--- config.mk ---
export PLATFORM = sky130hd
export DESIGN_NAME = alu_instr_sequencer_flat
export DESIGN_NICKNAME = d
export VERILOG_FILES = /design/src/rtl/alu_instr_sequencer_pkg.sv /design/src/rtl/alu_instr_sequencer_if.sv /design/src/rtl/seq_regfile.sv /design/src/rtl/alu_instr_sequencer.sv /design/src/flat_wrapper.sv
export SDC_FILE = /design/constraint.sdc
export NUM_CORES = 1
export LEC_CHECK = 0
export ABC_AREA = 1
export CAP_MARGIN = 10
export CORE_MARGIN = 4
export CORE_UTILIZATION = 55
export CTS_CLUSTER_SIZE = 30
export DETAILED_ROUTE_END_ITERATION = 6
export PLACE_DENSITY = 0.84
export SLEW_MARGIN = 20
export SYNTH_ARGS = -nofsm -noshare
export SYNTH_HDL_FRONTEND = slang
export SYNTH_SLANG_ARGS = --single-unit
--- constraint.sdc ---
create_clock -name clk -period 2.2 [get_ports clk]
set_input_delay 0.33 -clock clk [delete_from_list [all_inputs] [get_ports clk]]
set_output_delay 0.33 -clock clk [all_outputs]
set_load 0.03 [all_outputs]
--- src/rtl/alu_instr_sequencer_pkg.sv ---
// Shared definitions for the ALU instruction sequencer: widths, state
// encoding, instruction field positions and the logic opcodes that the ALU
// and its bench share.
package alu_instr_sequencer_pkg;

  localparam int DATA_W  = 4;
  localparam int NREG    = 4;
  localparam int SEL_W   = $clog2(NREG);
  localparam int OP_W    = 3;
  localparam int INSTR_W = 14;

  // Instruction word layout: [13] ld, [12:10] op, [9:8] rd, [7:6] rs1,
  // [5:4] rs2, [3:0] imm.
  localparam int LD_BIT  = 13;
  localparam int OP_LSB  = 10;
  localparam int RD_LSB  = 8;
  localparam int RS1_LSB = 6;
  localparam int RS2_LSB = 4;
  localparam int IMM_LSB = 0;

  localparam logic [OP_W-1:0] OP_AND = 3'b100;
  localparam logic [OP_W-1:0] OP_OR  = 3'b101;
  localparam logic [OP_W-1:0] OP_XOR = 3'b110;

  typedef enum logic [1:0] {
    IDLE = 2'd0,
    EXEC = 2'd1,
    WB   = 2'd2
  } state_e;

  typedef struct packed {
    logic              ld;
    logic [OP_W-1:0]   op;
    logic [SEL_W-1:0]  rd;
    logic [SEL_W-1:0]  rs1;
    logic [SEL_W-1:0]  rs2;
    logic [DATA_W-1:0] imm;
  } instr_t;

  // Write-back context kept across EXEC/WB; operands and opcode are already
  // latched into the ALU drive registers at accept time.
  typedef struct packed {
    logic              ld;
    logic [SEL_W-1:0]  rd;
    logic [DATA_W-1:0] imm;
  } wb_ctx_t;

  function automatic instr_t decode(input logic [INSTR_W-1:0] w);
    instr_t d;
    d.ld  = w[LD_BIT];
    d.op  = w[OP_LSB  +: OP_W];
    d.rd  = w[RD_LSB  +: SEL_W];
    d.rs1 = w[RS1_LSB +: SEL_W];
    d.rs2 = w[RS2_LSB +: SEL_W];
    d.imm = w[IMM_LSB +: DATA_W];
    return d;
  endfunction

endpackage

--- src/rtl/alu_instr_sequencer_if.sv ---
// Bus between the instruction producer / ALU / debug side (master) and the
// sequencer (slave).
//   instr_valid/instr_ready/instr : instruction handshake
//   alu_a/alu_b/alu_opcode        : ALU drive
//   alu_result/alu_zero/alu_overflow : ALU response
//   done/zero_flag/ovf_flag       : retire status
//   dbg_sel/dbg_data              : register-file debug read
interface alu_instr_sequencer_if;
  import alu_instr_sequencer_pkg::*;

  logic                instr_valid;
  logic                instr_ready;
  logic [INSTR_W-1:0]  instr;
  logic [DATA_W-1:0]   alu_a;
  logic [DATA_W-1:0]   alu_b;
  logic [OP_W-1:0]     alu_opcode;
  logic [DATA_W-1:0]   alu_result;
  logic                alu_zero;
  logic                alu_overflow;
  logic                done;
  logic                zero_flag;
  logic                ovf_flag;
  logic [SEL_W-1:0]    dbg_sel;
  logic [DATA_W-1:0]   dbg_data;

  modport master (
    output instr_valid, instr, alu_result, alu_zero, alu_overflow, dbg_sel,
    input  instr_ready, alu_a, alu_b, alu_opcode, done, zero_flag, ovf_flag,
           dbg_data
  );

  modport slave (
    input  instr_valid, instr, alu_result, alu_zero, alu_overflow, dbg_sel,
    output instr_ready, alu_a, alu_b, alu_opcode, done, zero_flag, ovf_flag,
           dbg_data
  );
endinterface

--- src/rtl/seq_regfile.sv ---
// NREG x DATA_W register file: one synchronous write port, two
// combinational operand read ports and a combinational debug read port.
//   clk, rst_n      : clock, async active-low reset (clears all entries)
//   we/waddr/wdata  : write port
//   raddr1/rdata1   : operand read port 1
//   raddr2/rdata2   : operand read port 2
//   dbg_sel/dbg_data: debug read port
module seq_regfile #(
  parameter  int DATA_W = 4,
  parameter  int NREG   = 4,
  localparam int SEL_W  = $clog2(NREG)
) (
  input  logic              clk,
  input  logic              rst_n,
  input  logic              we,
  input  logic [SEL_W-1:0]  waddr,
  input  logic [DATA_W-1:0] wdata,
  input  logic [SEL_W-1:0]  raddr1,
  output logic [DATA_W-1:0] rdata1,
  input  logic [SEL_W-1:0]  raddr2,
  output logic [DATA_W-1:0] rdata2,
  input  logic [SEL_W-1:0]  dbg_sel,
  output logic [DATA_W-1:0] dbg_data
);

  logic [DATA_W-1:0] regs_q [NREG];
  logic [DATA_W-1:0] regs_d [NREG];

  always_comb begin
    // NOTE: default every comb output first so no path leaves it unassigned
    // (which would infer a latch).
    regs_d = regs_q;
    if (we) regs_d[waddr] = wdata;
  end

  // NOTE: this array is flops, not SRAM, so it takes the async reset like
  // any other state; a RAM macro could not be cleared this way.
  always_ff @(posedge clk or negedge rst_n) begin
    if (!rst_n) begin
      for (int i = 0; i < NREG; i++) regs_q[i] <= '0;
    end else begin
      // NOTE: non-blocking for all sequential state so every flop samples
      // pre-edge values regardless of statement order.
      regs_q <= regs_d;
    end
  end

  assign rdata1   = regs_q[raddr1];
  assign rdata2   = regs_q[raddr2];
  assign dbg_data = regs_q[dbg_sel];

endmodule

--- src/rtl/alu_instr_sequencer.sv ---
// Control stage in front of the 4-bit ALU. Accepts one instruction at a time
// over valid/ready, drives ALU operands from its register file, and writes
// back either the ALU result (with flags) or a load immediate.
//   clk, rst_n : clock, async active-low reset
//   bus        : handshake, ALU drive/response, retire status, debug port
module alu_instr_sequencer
  import alu_instr_sequencer_pkg::*;
(
  input logic                  clk,
  input logic                  rst_n,
  alu_instr_sequencer_if.slave bus
);

  state_e            state_q, state_d;
  wb_ctx_t           ir_q, ir_d;
  logic [DATA_W-1:0] alu_a_q, alu_a_d;
  logic [DATA_W-1:0] alu_b_q, alu_b_d;
  logic [OP_W-1:0]   alu_op_q, alu_op_d;
  logic [DATA_W-1:0] res_q, res_d;
  logic              res_zero_q, res_zero_d;
  logic              res_ovf_q, res_ovf_d;
  logic              zero_flag_q, zero_flag_d;
  logic              ovf_flag_q, ovf_flag_d;

  instr_t            instr_w;
  logic              rf_we;
  logic [DATA_W-1:0] rf_wdata;
  logic [DATA_W-1:0] rf_rdata1, rf_rdata2;

  assign instr_w = decode(bus.instr);

  // Operand ports read straight from the incoming word so the operands can be
  // registered on the accept edge and be stable for the whole EXEC cycle.
  seq_regfile #(.DATA_W(DATA_W), .NREG(NREG)) u_regfile (
    .clk      (clk),
    .rst_n    (rst_n),
    .we       (rf_we),
    .waddr    (ir_q.rd),
    .wdata    (rf_wdata),
    .raddr1   (instr_w.rs1),
    .rdata1   (rf_rdata1),
    .raddr2   (instr_w.rs2),
    .rdata2   (rf_rdata2),
    .dbg_sel  (bus.dbg_sel),
    .dbg_data (bus.dbg_data)
  );

  always_comb begin
    state_d     = state_q;
    ir_d        = ir_q;
    alu_a_d     = alu_a_q;
    alu_b_d     = alu_b_q;
    alu_op_d    = alu_op_q;
    res_d       = res_q;
    res_zero_d  = res_zero_q;
    res_ovf_d   = res_ovf_q;
    zero_flag_d = zero_flag_q;
    ovf_flag_d  = ovf_flag_q;
    rf_we       = 1'b0;
    rf_wdata    = res_q;

    unique case (state_q)
      IDLE: begin
        if (bus.instr_valid) begin
          ir_d = '{ld: instr_w.ld, rd: instr_w.rd, imm: instr_w.imm};
          if (instr_w.ld) begin
            state_d = WB;
          end else begin
            state_d  = EXEC;
            alu_a_d  = rf_rdata1;
            alu_b_d  = rf_rdata2;
            alu_op_d = instr_w.op;
          end
        end
      end
      EXEC: begin
        res_d      = bus.alu_result;
        res_zero_d = bus.alu_zero;
        res_ovf_d  = bus.alu_overflow;
        state_d    = WB;
      end
      WB: begin
        rf_we = 1'b1;
        if (ir_q.ld) begin
          rf_wdata    = ir_q.imm;
          zero_flag_d = (ir_q.imm == '0);
          ovf_flag_d  = 1'b0;
        end else begin
          zero_flag_d = res_zero_q;
          ovf_flag_d  = res_ovf_q;
        end
        state_d = IDLE;
      end
      default: state_d = IDLE;
    endcase
  end

  always_ff @(posedge clk or negedge rst_n) begin
    if (!rst_n) begin
      state_q     <= IDLE;
      ir_q        <= '0;
      alu_a_q     <= '0;
      alu_b_q     <= '0;
      alu_op_q    <= '0;
      res_q       <= '0;
      res_zero_q  <= 1'b0;
      res_ovf_q   <= 1'b0;
      zero_flag_q <= 1'b0;
      ovf_flag_q  <= 1'b0;
    end else begin
      state_q     <= state_d;
      ir_q        <= ir_d;
      alu_a_q     <= alu_a_d;
      alu_b_q     <= alu_b_d;
      alu_op_q    <= alu_op_d;
      res_q       <= res_d;
      res_zero_q  <= res_zero_d;
      res_ovf_q   <= res_ovf_d;
      zero_flag_q <= zero_flag_d;
      ovf_flag_q  <= ovf_flag_d;
    end
  end

  assign bus.instr_ready = (state_q == IDLE);
  assign bus.done        = (state_q == WB);
  assign bus.alu_a       = alu_a_q;
  assign bus.alu_b       = alu_b_q;
  assign bus.alu_opcode  = alu_op_q;
  assign bus.zero_flag   = zero_flag_q;
  assign bus.ovf_flag    = ovf_flag_q;

endmodule

--- src/flat_wrapper.sv ---
// flat-port wrapper written by rule: the top's interface ports become plain ports
module alu_instr_sequencer_flat import alu_instr_sequencer_pkg::*;
  (clk, rst_n, bus_instr_valid, bus_instr, bus_alu_result, bus_alu_zero, bus_alu_overflow, bus_dbg_sel, bus_instr_ready, bus_alu_a, bus_alu_b, bus_alu_opcode, bus_done, bus_zero_flag, bus_ovf_flag, bus_dbg_data);
  alu_instr_sequencer_if bus_i ();
  input logic clk;
  input logic rst_n;
  input wire logic [$bits(bus_i.instr_valid)-1:0] bus_instr_valid;
  input wire logic [$bits(bus_i.instr)-1:0] bus_instr;
  input wire logic [$bits(bus_i.alu_result)-1:0] bus_alu_result;
  input wire logic [$bits(bus_i.alu_zero)-1:0] bus_alu_zero;
  input wire logic [$bits(bus_i.alu_overflow)-1:0] bus_alu_overflow;
  input wire logic [$bits(bus_i.dbg_sel)-1:0] bus_dbg_sel;
  output wire logic [$bits(bus_i.instr_ready)-1:0] bus_instr_ready;
  output wire logic [$bits(bus_i.alu_a)-1:0] bus_alu_a;
  output wire logic [$bits(bus_i.alu_b)-1:0] bus_alu_b;
  output wire logic [$bits(bus_i.alu_opcode)-1:0] bus_alu_opcode;
  output wire logic [$bits(bus_i.done)-1:0] bus_done;
  output wire logic [$bits(bus_i.zero_flag)-1:0] bus_zero_flag;
  output wire logic [$bits(bus_i.ovf_flag)-1:0] bus_ovf_flag;
  output wire logic [$bits(bus_i.dbg_data)-1:0] bus_dbg_data;
  assign bus_i.instr_valid = bus_instr_valid;
  assign bus_i.instr = bus_instr;
  assign bus_i.alu_result = bus_alu_result;
  assign bus_i.alu_zero = bus_alu_zero;
  assign bus_i.alu_overflow = bus_alu_overflow;
  assign bus_i.dbg_sel = bus_dbg_sel;
  assign bus_instr_ready = bus_i.instr_ready;
  assign bus_alu_a = bus_i.alu_a;
  assign bus_alu_b = bus_i.alu_b;
  assign bus_alu_opcode = bus_i.alu_opcode;
  assign bus_done = bus_i.done;
  assign bus_zero_flag = bus_i.zero_flag;
  assign bus_ovf_flag = bus_i.ovf_flag;
  assign bus_dbg_data = bus_i.dbg_data;
  alu_instr_sequencer u_core (.clk(clk), .rst_n(rst_n), .bus(bus_i));
endmodule
# Word level (Yosys, flattened, before mapping)
# Cells that the tools add are included.
# word_totals
regBits,44
# op_classes
n_mux,20
eq_ne,3
magnitude_cmp,5
n_bitwise,5
n_reduce_logical,5
# ops
cell,n
4-bit 2-to-1 mux,9
4-bit binary-select mux with 2-bit select,3
16-bit bitwise mux,1
3-bit greater-or-equal comparator (second input constant),4
2-bit NOT with 3-bit output,4
4-bit demux with 2-bit select,1
4-bit zero test,1
2-bit 2-to-1 mux,2
2-bit one-hot mux with 2 select lines,1
3-bit by 1-bit < comparator with 1-bit output (second input constant),1
1-bit 2-to-1 mux,3
3-bit AND reduction,1
2-bit by 1-bit == test with 1-bit output (second input constant),1
2-bit == test (second input constant),1
2-bit zero test,1
2-bit inequality test (second input constant),1
2-bit AND reduction,1
1-bit logical AND,1
1-bit NOT,1

# Longest topological paths before layout
# Gate-level depths: netlist of the first run.
# depth
word_depth,6
depth_mapped,7
mapped_depth_nobuf,6

# Cells and area by module
# From an unflattened synthesis of the first run, not the netlist that was laid out.
# hier_totals
hier_cells,319
hier_area_um2,2361.0
# modules_own_cells
mod,area_each_um2,cells_per_inst,instances
alu_instr_sequencer,1226.2,138,1
seq_regfile,1134.8,181,1

# Worst setup path after synthesis of the first run
# OpenSTA, ideal clock, no wires.
# synth_timing
kind,reg2reg
startpoint,register u_core.state_q[1]
endpoint,register u_core.alu_a_q[0] (netlist: u_core.bus.alu_a[0])
n_path_buf,1
slack_ps,805
stages_incl_launch_ff,8
period_less_slack_ps,1395
arrival_ps,1278
t_required_ps,2083
cell_sequence,dfrtp_1 > nor2_2 > nand2_2 > nor2_4 > inv_2 > buf_6 > nand2_1 > nand2_1
# synth_via
elab_chain_len,2
# synth_lines
element,line,rtl
"start, declared",alu_instr_sequencer.sv:14,"state_e state_q, state_d;"
"start signal, assigned",alu_instr_sequencer.sv:111,state_q <= state_d;
2-bit zero test,-,
net bus_instr_ready,flat_wrapper.sv:13,output wire logic [$bits(bus_i.instr_ready)-1:0] bus_instr_ready;
3-bit AND reduction (no line),-,
"end signal, assigned",alu_instr_sequencer.sv:113,alu_a_q <= alu_a_d;
"end, declared",alu_instr_sequencer.sv:16,"logic [DATA_W-1:0] alu_a_q, alu_a_d;"
# The timed path passes the listed nets, and every way through them passes these cells.
# A chain may end at the register's enable or synchronous reset.

# Worst setup path after layout of the first run
# layout_timing
startpoint,register u_core.state_q[0]
endpoint,output bus_done
# layout_via
elab_chain_len,1
# layout_lines
element,line,rtl
2-bit == test,alu_instr_sequencer.sv:125,assign bus.done = (state_q == WB);
"end, declared",flat_wrapper.sv:17,output wire logic [$bits(bus_i.done)-1:0] bus_done;
# No other way between the ends.

==> results.sh, run 1 <==
export IMPL_synth_cell_types=17
export IMPL_avgViaCountPerCell=5.07
export IMPL_die_x_um=71.6
export IMPL_cp_data_required_time_ps=1870
export IMPL_cts_tree="done"
export IMPL_synth_cell_area_um2=2220
export IMPL_die_area_um2=5120
export IMPL_ctsHoldBuffers=0
export IMPL_fmax_mhz=490
export IMPL_powerDensity_nw_per_um2=1090
export IMPL_postRouteAntennaNets=0
export IMPL_worst_ep_arrival_time_ps=1710
export IMPL_setup_viol=0
export IMPL_numClockSinks=44
export IMPL_rsz0062_at_grt="false"
export IMPL_post_cts_buffers=0
export IMPL_numPlacedInstances=394
export IMPL_io_buffer_count=43
export IMPL_fin_crit_ps=2040
export IMPL_hpwl_um=3650
export IMPL_wl_per_cell_um=12.2
export IMPL_ys_warn_count=0
export IMPL_core_area_um2=3770
export IMPL_grt_overflow=0
export IMPL_path_clk_slew_ps=80
export IMPL_syn_mean_instance_area_um2=7.17
export IMPL_power_leakage_nw=1.47
export IMPL_insertedDiodeCount=0
export IMPL_worst_setup_path_type="reg2out"
export IMPL_nets=378
export IMPL_finalNonFillerCells=402
export IMPL_grt_pass1_wl_um=8690
export IMPL_hold_class="in2async"
export IMPL_via_count=2039
export IMPL_synth_seq_cells=44
export IMPL_clk_path_buf_depth=2
export IMPL_critPathMaxFanout=8
export IMPL_final_setup_tns_ps=0
export IMPL_grt_antenna_before_repair=0
export IMPL_hold_viol=0
export IMPL_drtPass1Iterations=4
export IMPL_grt_max_degree=45
export IMPL_area_growth_pct=23.9
export IMPL_cts_root_buf="clkbuf_8"
export IMPL_drt_initial_drc_count=131
export IMPL_wirelength_um=4890
export IMPL_end_kind="primary output"
export IMPL_clock_skew_ps=6.08
export IMPL_yosysSeqAreaShare=0.495
export IMPL_place_area_um2=2660
export IMPL_drc_errors=0
export IMPL_cts_buffers_inserted=5
export IMPL_finalCritPeriodShare=0.929
export IMPL_initial_utilization=0.590
export IMPL_post_cts_resized=0
export IMPL_synthCells=310
export IMPL_vdd_drop_max_mv=0.635
export IMPL_grt_total_usage=0.211
export IMPL_rows=22
export IMPL_post_route_cell_area_um2=2760
export IMPL_outcome="complete, no violations"
export IMPL_h_tree_depth=2
export IMPL_place_congestion=0.833
export IMPL_startpoint_type="flip-flop"
export IMPL_maxCapViolations=0
export IMPL_dieHeight_um=71.6
export IMPL_relSlewSlack=0.639
export IMPL_syn_nets=335
export IMPL_io_pins=44
export IMPL_grt_pass1_vias=1954
export IMPL_worst_pin_slew_ps=541
export IMPL_drive_above_1_share=0.0593
export IMPL_drv_slew=0
export IMPL_insertion_delay_ps=290
==> stage by stage <==
| stage | power, mW | utilization | setup WS [ps] | hold WS, ps |
|---|---|---|---|---|
| 2_1_floorplan | 2.03 | - | 805 | 34.4 |
| 4_1_cts | 3.01 | 0.731 | 134 | 116 |
| 6_report | 2.99 | 0.731 | 157 | 91.7 |
| 3_5_place_dp | 2.48 | 0.706 | 352 | 441 |
| 5_1_grt | 3.22 | 0.731 | 34.0 | 142 |
| 3_3_place_gp | 2.46 | 0.706 | 387 | 436 |
==> cell usage after synthesis <==
| master | n | area, um^2 |
|---|---|---|
| nand3_1 | 36 | 180 |
| buf_4 | 1 | 7.51 |
| nor2_2 | 1 | 6.26 |
| buf_2 | 6 | 30.0 |
| nor2_1 | 10 | 37.5 |
| nand2_1 | 139 | 522 |
| o21ai_0 | 11 | 55.1 |
| clkbuf_1 | 1 | 3.75 |
| nand2_2 | 2 | 12.5 |
| dfrtp_1 | 44 | 1100 |
| nor2_4 | 1 | 11.3 |
| buf_6 | 1 | 11.3 |
| a21oi_1 | 11 | 55.1 |
| inv_1 | 38 | 143 |
| inv_2 | 3 | 11.3 |
| nand4_1 | 1 | 6.26 |
| o211ai_1 | 4 | 30.0 |
==> critical path, cell delays in order (launching register included) <==
cell,delay [ps]
dfrtp_1,430
inv_1,100
nand2_2,120
inv_1,100
clkdlybuf4s50_1,670
==> area by class of cell <==
class	instances	area [um^2]
flip-flops and latches	44	1100
fillers	311	1020
multi-input cells	216	916
repair buffers	45	430
inverters	41	154
clock buffers	7	86.3
well taps	48	60.1
clock inverters	1	7.51
==> worst paths after layout <==
path | from | end | slack, ps | depth (start not counted)
setup / recovery | u_core.state_q[0]$_DFFE_PN0P_ | bus_done | 160 | 4
hold / removal | rst_n | u_core.u_regfile.regs_q[10]$_DFFE_PN0P_ | 90 | 2
setup reg to reg | u_core.state_q[0]$_DFFE_PN0P_ | u_core.u_regfile.regs_q[12]$_DFFE_PN0P_ | 850 | 6
hold reg to reg | u_core.bus.alu_opcode[2]$_DFFE_PN0P_ | u_core.bus.alu_opcode[2]$_DFFE_PN0P_ | 480 | 2
max in group asynchronous | rst_n | u_core.bus.ovf_flag$_DFFE_PN0P_ | 1730 | 2
min in group clk | u_core.bus.alu_opcode[2]$_DFFE_PN0P_ | u_core.bus.alu_opcode[2]$_DFFE_PN0P_ | 480 | 2
==> kinds of logic after synthesis <==
logic type,Yosys count,synth area share
AO/OA/AOI/OAI,26,0.0630
buffers and inverters,50,0.0929
flip-flops,44,0.495
AND/OR/NAND/NOR,190,0.349
==> metal layers <==
| metal | wire [um] | global-route usage | vias to the layer above |
|---|---|---|---|
| met4 | 95 | 0.0981 | 0 |
| li1 | - | - | 1038 |
| met5 | 0 | 0 | - |
| met1 | 2270 | 0.297 | 922 |
| met2 | 2200 | 0.317 | 67 |
| met3 | 328 | 0.0365 | 12 |
==> flip-flops by register name, summed over array words and instances (netlist names) <==
register and count:
u_core.res_ovf_q 1, u_core.u_regfile.regs_q 16, u_core.ir_q 7, u_core.res_q 4
u_core.bus.zero_flag 1, u_core.bus.alu_a 4, u_core.state_q 2, u_core.bus.alu_opcode 3
u_core.bus.alu_b 4, u_core.bus.ovf_flag 1, u_core.res_zero_q 1
==> cell usage in the layout, fill, tap and decap left out <==
master             n
clkbuf_8           6
o211ai_1           4
nand2_2            2
clkinvlp_4         1
a21oi_1           11
nor2_4             1
inv_2              3
dfrtp_1           44
clkbuf_1           1
nand3_1           36
clkdlybuf4s50_1   38
buf_4              6
nor2_1            10
nor2_2             1
inv_1             38
nand4_1            1
buf_2              1
nand2_1          139
o21ai_0           11
==> power by group <==
group	leakage (nW)	internal (mW)	switching (mW)	total, mW
clock	0.0445	0.255	0.271	0.527
combinational	0.888	0.451	0.761	1.21
sequential	0.536	1.09	0.168	1.25
(Power assumes the default switching activity.)
==> inputs of run 2 (changes only) <==
--- a/config.mk
+++ b/config.mk
@@ -8,10 +8,10 @@
 export ABC_AREA = 1
 export CAP_MARGIN = 10
 export CORE_MARGIN = 4
-export CORE_UTILIZATION = 55
+export CORE_UTILIZATION = 40
 export CTS_CLUSTER_SIZE = 30
 export DETAILED_ROUTE_END_ITERATION = 6
-export PLACE_DENSITY = 0.84
+export PLACE_DENSITY = 0.64
 export SLEW_MARGIN = 20
 export SYNTH_ARGS = -nofsm -noshare
 export SYNTH_HDL_FRONTEND = slang
==> results.sh, run 2 (synthesis results as in run 1) <==
export IMPL_outcome="complete, no violations"
export IMPL_initial_utilization=0.425
export IMPL_wl_per_cell_um=12.5
export IMPL_io_pins=44
export IMPL_cp_num_buf_inv=3
export IMPL_cp_data_required_time_ps=1870
export IMPL_clk_path_buf_depth=2
export IMPL_drc_errors=0
export IMPL_multi_input_area_um2=916
export IMPL_hpwl_um=3930
export IMPL_clock_skew_ps=6.01
export IMPL_setup_viol=0
export IMPL_ctsHoldBuffers=0
export IMPL_drive_above_1_share=0.0593
export IMPL_r2r_end="u_core.u_regfile.regs_q[14]$_DFFE_PN0P_"
export IMPL_critPathMaxFanout=8
export IMPL_cp_slowest_cell="clkdlybuf4s50_1"
export IMPL_nets=378
export IMPL_cts_root_buf="clkbuf_8"
export IMPL_final_setup_tns_ps=0
export IMPL_fmax_mhz=485
export IMPL_postRouteAntennaNets=0
export IMPL_rrSetupSlack_ps=850
export IMPL_rsz0062_at_grt="false"
export IMPL_numClockSinks=44
export IMPL_die_x_um=82.6
export IMPL_top_register="u_core.u_regfile.regs_q"
export IMPL_hold_viol=0
export IMPL_clkPwrFrac=0.176
export IMPL_cp_common_cell="inv_1"
export IMPL_reg_largest_list="u_core.u_regfile.regs_q: 16 flops, u_core.ir_q: 7 flops"
export IMPL_cts_buffers_inserted=5
export IMPL_finalCritPeriodShare=0.937
export IMPL_worst_pin_slew_ps=555
export IMPL_wirelength_um=5280
export IMPL_post_cts_resized=0
export IMPL_insertedDiodeCount=0
export IMPL_grt_pass1_vias=1983
export IMPL_rows=26
export IMPL_drv_slew=0
export IMPL_grt_antenna_before_repair=0
export IMPL_maxCapViolations=0
export IMPL_post_cts_buffers=0
export IMPL_insertion_delay_ps=300
export IMPL_hold_class="in2async"
export IMPL_cts_tree="done"
export IMPL_worst_ep_arrival_time_ps=1730
export IMPL_seqCellArea_um2=1100
export IMPL_max_stage_delay_ps=670
export IMPL_power_leakage_nw=1.47
export IMPL_grt_overflow=0
export IMPL_fillers=523
export IMPL_combPwrFrac=0.405
export IMPL_largest_reg_flops=16
export IMPL_dieHeight_um=82.6
export IMPL_io_buffer_count=43
export IMPL_grt_pass1_wl_um=8970
export IMPL_place_congestion=0.888
export IMPL_p_total_mw=3.01
export IMPL_path_clk_slew_ps=80
export IMPL_avgViaCountPerCell=4.75
export IMPL_area_growth_pct=25.2
export IMPL_worst_setup_path_type="reg2out"
export IMPL_seq_power_share=0.419
export IMPL_die_area_um2=6820
export IMPL_switchingPower_mw=1.22
export IMPL_fin_crit_ps=2060
export IMPL_drtPass1Iterations=5
export IMPL_h_tree_depth=2
export IMPL_drt_initial_drc_count=148
export IMPL_p_int_mw=1.79
export IMPL_vdd_drop_max_mv=0.459
export IMPL_p_sw_frac=0.405
export IMPL_grt_total_usage=0.173
export IMPL_core_area_um2=5240
export IMPL_r2r_start="u_core.state_q[0]$_DFFE_PN0P_"
export IMPL_most_common_layout_cells="nand2_1 (139), dfrtp_1 (44), inv_1 (38), clkdlybuf4s50_1 (38), nand3_1 (36)"
export IMPL_layout_commonest_cell="nand2_1"
export IMPL_crit_family="buffers and inverters"
export IMPL_crit_chain="inv_1 > nand2_2 > inv_1 > clkdlybuf4s50_1"
export IMPL_via_count=2013
export IMPL_powerDensity_nw_per_um2=1080
export IMPL_end_kind="primary output"
export IMPL_grt_max_degree=45
export IMPL_relSlewSlack=0.630
export IMPL_rr_worst_depth=6
export IMPL_startpoint_type="flip-flop"
==> run 2: stage by stage <==
step,area (um^2),utilization,std cells,hold slack (ps),setup WS [ps]
2_1_floorplan,2220,-,310,34.4,805
6_report,2780,0.531,424,97.7,139
3_5_place_dp,2690,0.513,416,448,358
5_1_grt,2780,0.531,424,151,39.9
3_3_place_gp,2690,0.513,416,450,380
4_1_cts,2780,0.531,424,123,136
==> run 2: power groups by stage <==
stage / logic (mW) / clock network (mW) / registers [mW]
floorplan: 0.648 / 0 / 1.38
global placement: 1.22 / 0 / 1.27
detailed placement: 1.22 / 0 / 1.28
CTS: 1.23 / 0.543 / 1.27
global route: 1.37 / 0.577 / 1.30
finish: 1.22 / 0.530 / 1.26
==> run 2: worst max-delay path by stage <==
stage	to	cells after the start	startpoint	slack, ps
3_3_place_gp	bus_dbg_data[2]	5	bus_dbg_sel[0]	380
5_1_grt	bus_done	4	u_core.state_q[0]$_DFFE_PN0P_	40
6_report	bus_done	4	u_core.state_q[0]$_DFFE_PN0P_	140
4_1_cts	bus_done	4	u_core.state_q[0]$_DFFE_PN0P_	140
3_5_place_dp	bus_dbg_data[3]	5	bus_dbg_sel[0]	360
2_1_floorplan	u_core.bus.alu_a[0]$_DFFE_PN0P_	7	u_core.state_q[1]$_DFFE_PN0P_	810
==> run 2: worst register-to-register path, cell delays in order (launching register included) <==
cell and delay [ps]:
dfrtp_1 440, inv_1 110, nand2_2 120, nor2_1 310, inv_1 140, nand2_1 80
nand2_1 50
==> run 2: metal layers <==
metal / routed length, um / global-route usage / share of wire
met2: 2440 / 0.289 / 0.46
met3: 282 / 0.0380 / 0.053
met4: 43 / 0.0392 / 0.0081
met1: 2520 / 0.230 / 0.48
met5: 0 / 0 / 0
==> run 2: cell type report <==
cell class              count  area share
clock buffers               7      0.0310
inverters                  41      0.0553
well taps                  70      0.0315
clock inverters             1     0.00270
flip-flops and latches     44       0.396
repair buffers             45       0.155
multi-input cells         216       0.329
==> inputs of run 3 (changes only) <==
--- a/config.mk
+++ b/config.mk
@@ -11,8 +11,9 @@
 export CORE_UTILIZATION = 40
 export CTS_CLUSTER_SIZE = 30
 export DETAILED_ROUTE_END_ITERATION = 6
-export PLACE_DENSITY = 0.64
-export SLEW_MARGIN = 20
+export DONT_BUFFER_PORTS = 1
+export PLACE_DENSITY = 0.54
+export SLEW_MARGIN = 30
 export SYNTH_ARGS = -nofsm -noshare
 export SYNTH_HDL_FRONTEND = slang
 export SYNTH_SLANG_ARGS = --single-unit
==> results.sh, run 3 (synthesis results as in run 1) <==
export IMPL_rsz0062_at_grt="false"
export IMPL_drc_errors=0
export IMPL_cts_root_buf="clkbuf_8"
export IMPL_postRouteAntennaNets=0
export IMPL_grt_max_degree=45
export IMPL_insertion_delay_ps=300
export IMPL_wl_per_cell_um=13.4
export IMPL_place_congestion=0.879
export IMPL_gr_max_usage_layer="met2"
export IMPL_drt_initial_drc_count=129
export IMPL_rrSetupSlack_ps=810
export IMPL_numClockSinks=44
export IMPL_relSlewSlack=0.765
export IMPL_place_area_um2=2270
export IMPL_utilization=0.461
export IMPL_critPathMaxFanout=3
export IMPL_grt_total_usage=0.172
export IMPL_avgViaCountPerCell=4.91
export IMPL_setup_viol=0
export IMPL_use_met2=0.258
export IMPL_grt_antenna_before_repair=0
export IMPL_fin_crit_ps=1550
export IMPL_met1_usage=0.244
export IMPL_most_common_layout_cells="nand2_1 (139), dfrtp_1 (44), inv_1 (38), nand3_1 (36)"
export IMPL_grt_pass1_vias=1890
export IMPL_reg_largest_list="u_core.u_regfile.regs_q: 16 flops, u_core.ir_q: 7 flops"
export IMPL_path_clk_slew_ps=90
export IMPL_power_leakage_nw=1.32
export IMPL_clk_path_buf_depth=2
export IMPL_cts_tree="done"
export IMPL_post_route_cell_area_um2=2410
export IMPL_worst_pin_slew_ps=352
export IMPL_grt_use_met3=0.0401
export IMPL_via_count=1875
export IMPL_hold_path_depth=1
export IMPL_hold_end="u_core.state_q[0]$_DFFE_PN0P_"
export IMPL_maxCapViolations=0
export IMPL_drive_above_1_share=0.0545
export IMPL_grt_pass1_wl_um=8860
export IMPL_finalCritPeriodShare=0.702
export IMPL_core_area_um2=5240
export IMPL_dieHeight_um=82.6
export IMPL_io_buffer_count=0
export IMPL_worst_ep_arrival_time_ps=1220
export IMPL_die_area_um2=6820
export IMPL_die_x_um=82.6
export IMPL_drtPass1Iterations=4
export IMPL_fmax_mhz=647
export IMPL_end_kind="primary output"
export IMPL_nets=336
export IMPL_finalNonFillerCells=382
export IMPL_rr_worst_depth=6
export IMPL_worst_setup_path_type="reg2out"
export IMPL_hpwl_um=3890
export IMPL_wirelength_um=5110
export IMPL_post_cts_buffers=0
export IMPL_r2r_start="u_core.state_q[1]$_DFFE_PN0P_"
export IMPL_initial_utilization=0.425
export IMPL_clock_skew_ps=5.32
export IMPL_hold_viol=0
export IMPL_insertedDiodeCount=0
export IMPL_hold_class="in2reg"
export IMPL_grt_overflow=0
export IMPL_rows=26
export IMPL_final_setup_tns_ps=0
export IMPL_vdd_drop_max_mv=0.425
export IMPL_area_growth_pct=8.61
export IMPL_drv_slew=0
export IMPL_top_register="u_core.u_regfile.regs_q"
export IMPL_cts_buffers_inserted=5
export IMPL_h_tree_depth=2
export IMPL_outcome="complete, no violations"
export IMPL_largest_reg_flops=16
export IMPL_numPlacedInstances=372
export IMPL_startpoint_type="flip-flop"
export IMPL_min_from="bus_instr[13]"
export IMPL_io_pins=44
export IMPL_cp_data_required_time_ps=1870
export IMPL_powerDensity_nw_per_um2=1190
export IMPL_r2r_end="u_core.bus.alu_b[3]$_DFFE_PN0P_"
export IMPL_layout_commonest_cell="nand2_1"
==> run 3: final cells by class <==
type | count | area [um^2]
tap | 70 | 87.6
multi-input combinational | 216 | 916
clock inverter | 3 | 42.5
inverter | 41 | 154
sequential | 44 | 1100
clock buffer | 5 | 68.8
timing repair buffer | 3 | 45.0
fill | 558 | 2820
==> run 3: metal layers <==
| metal | up-vias | wire (um) |
|---|---|---|
| met3 | 5 | 316 |
| met2 | 43 | 2300 |
| met1 | 868 | 2440 |
| met5 | - | 0 |
| li1 | 959 | - |
| met4 | 0 | 53 |
==> run 3: worst max-delay path, stage by stage, from the launching register on <==
cell,delay [ps]
dfrtp_1,380
inv_1,140
nand2_1,70
o211ai_1,90
nand2_1,240
==> run 3: how the worst max path moves through the flow <==
stage / end / start / cells past startpoint
global route: bus_done / u_core.state_q[0]$_DFFE_PN0P_ / 3
floorplan: u_core.bus.alu_a[0]$_DFFE_PN0P_ / u_core.state_q[1]$_DFFE_PN0P_ / 7
CTS: bus_done / u_core.state_q[0]$_DFFE_PN0P_ / 3
finish: bus_dbg_data[1] / u_core.u_regfile.regs_q[1]$_DFFE_PN0P_ / 4
global placement: u_core.bus.alu_opcode[2]$_DFFE_PN0P_ / u_core.state_q[1]$_DFFE_PN0P_ / 6
detailed placement: u_core.bus.alu_b[2]$_DFFE_PN0P_ / u_core.state_q[1]$_DFFE_PN0P_ / 6
==> run 3: where the power goes <==
group | internal (mW) | leakage (nW) | switching (mW)
Sequential | 1.08 | 0.536 | 0.336
Clock | 0.336 | 0.0541 | 0.286
Combinational | 0.261 | 0.730 | 0.565
Total | 1.68 | 1.32 | 1.19
==> run 3: metrics by stage <==
stage | hold WS (ps) | setup WS (ps) | power [mW]
after detailed placement | 36.3 | 803 | 2.25
after CTS | 131 | 647 | 2.91
after floorplan | 34.4 | 805 | 2.03
final | 137 | 655 | 2.87
after global routing | 133 | 534 | 3.11
after global placement | 36.4 | 817 | 2.25
==> run 3: repair_timing <==
item	CTS	global route
endpoints found under the setup margin	0	0
hold endpoints to repair	44	0
hold buffers	2	0
resized for setup	0	0
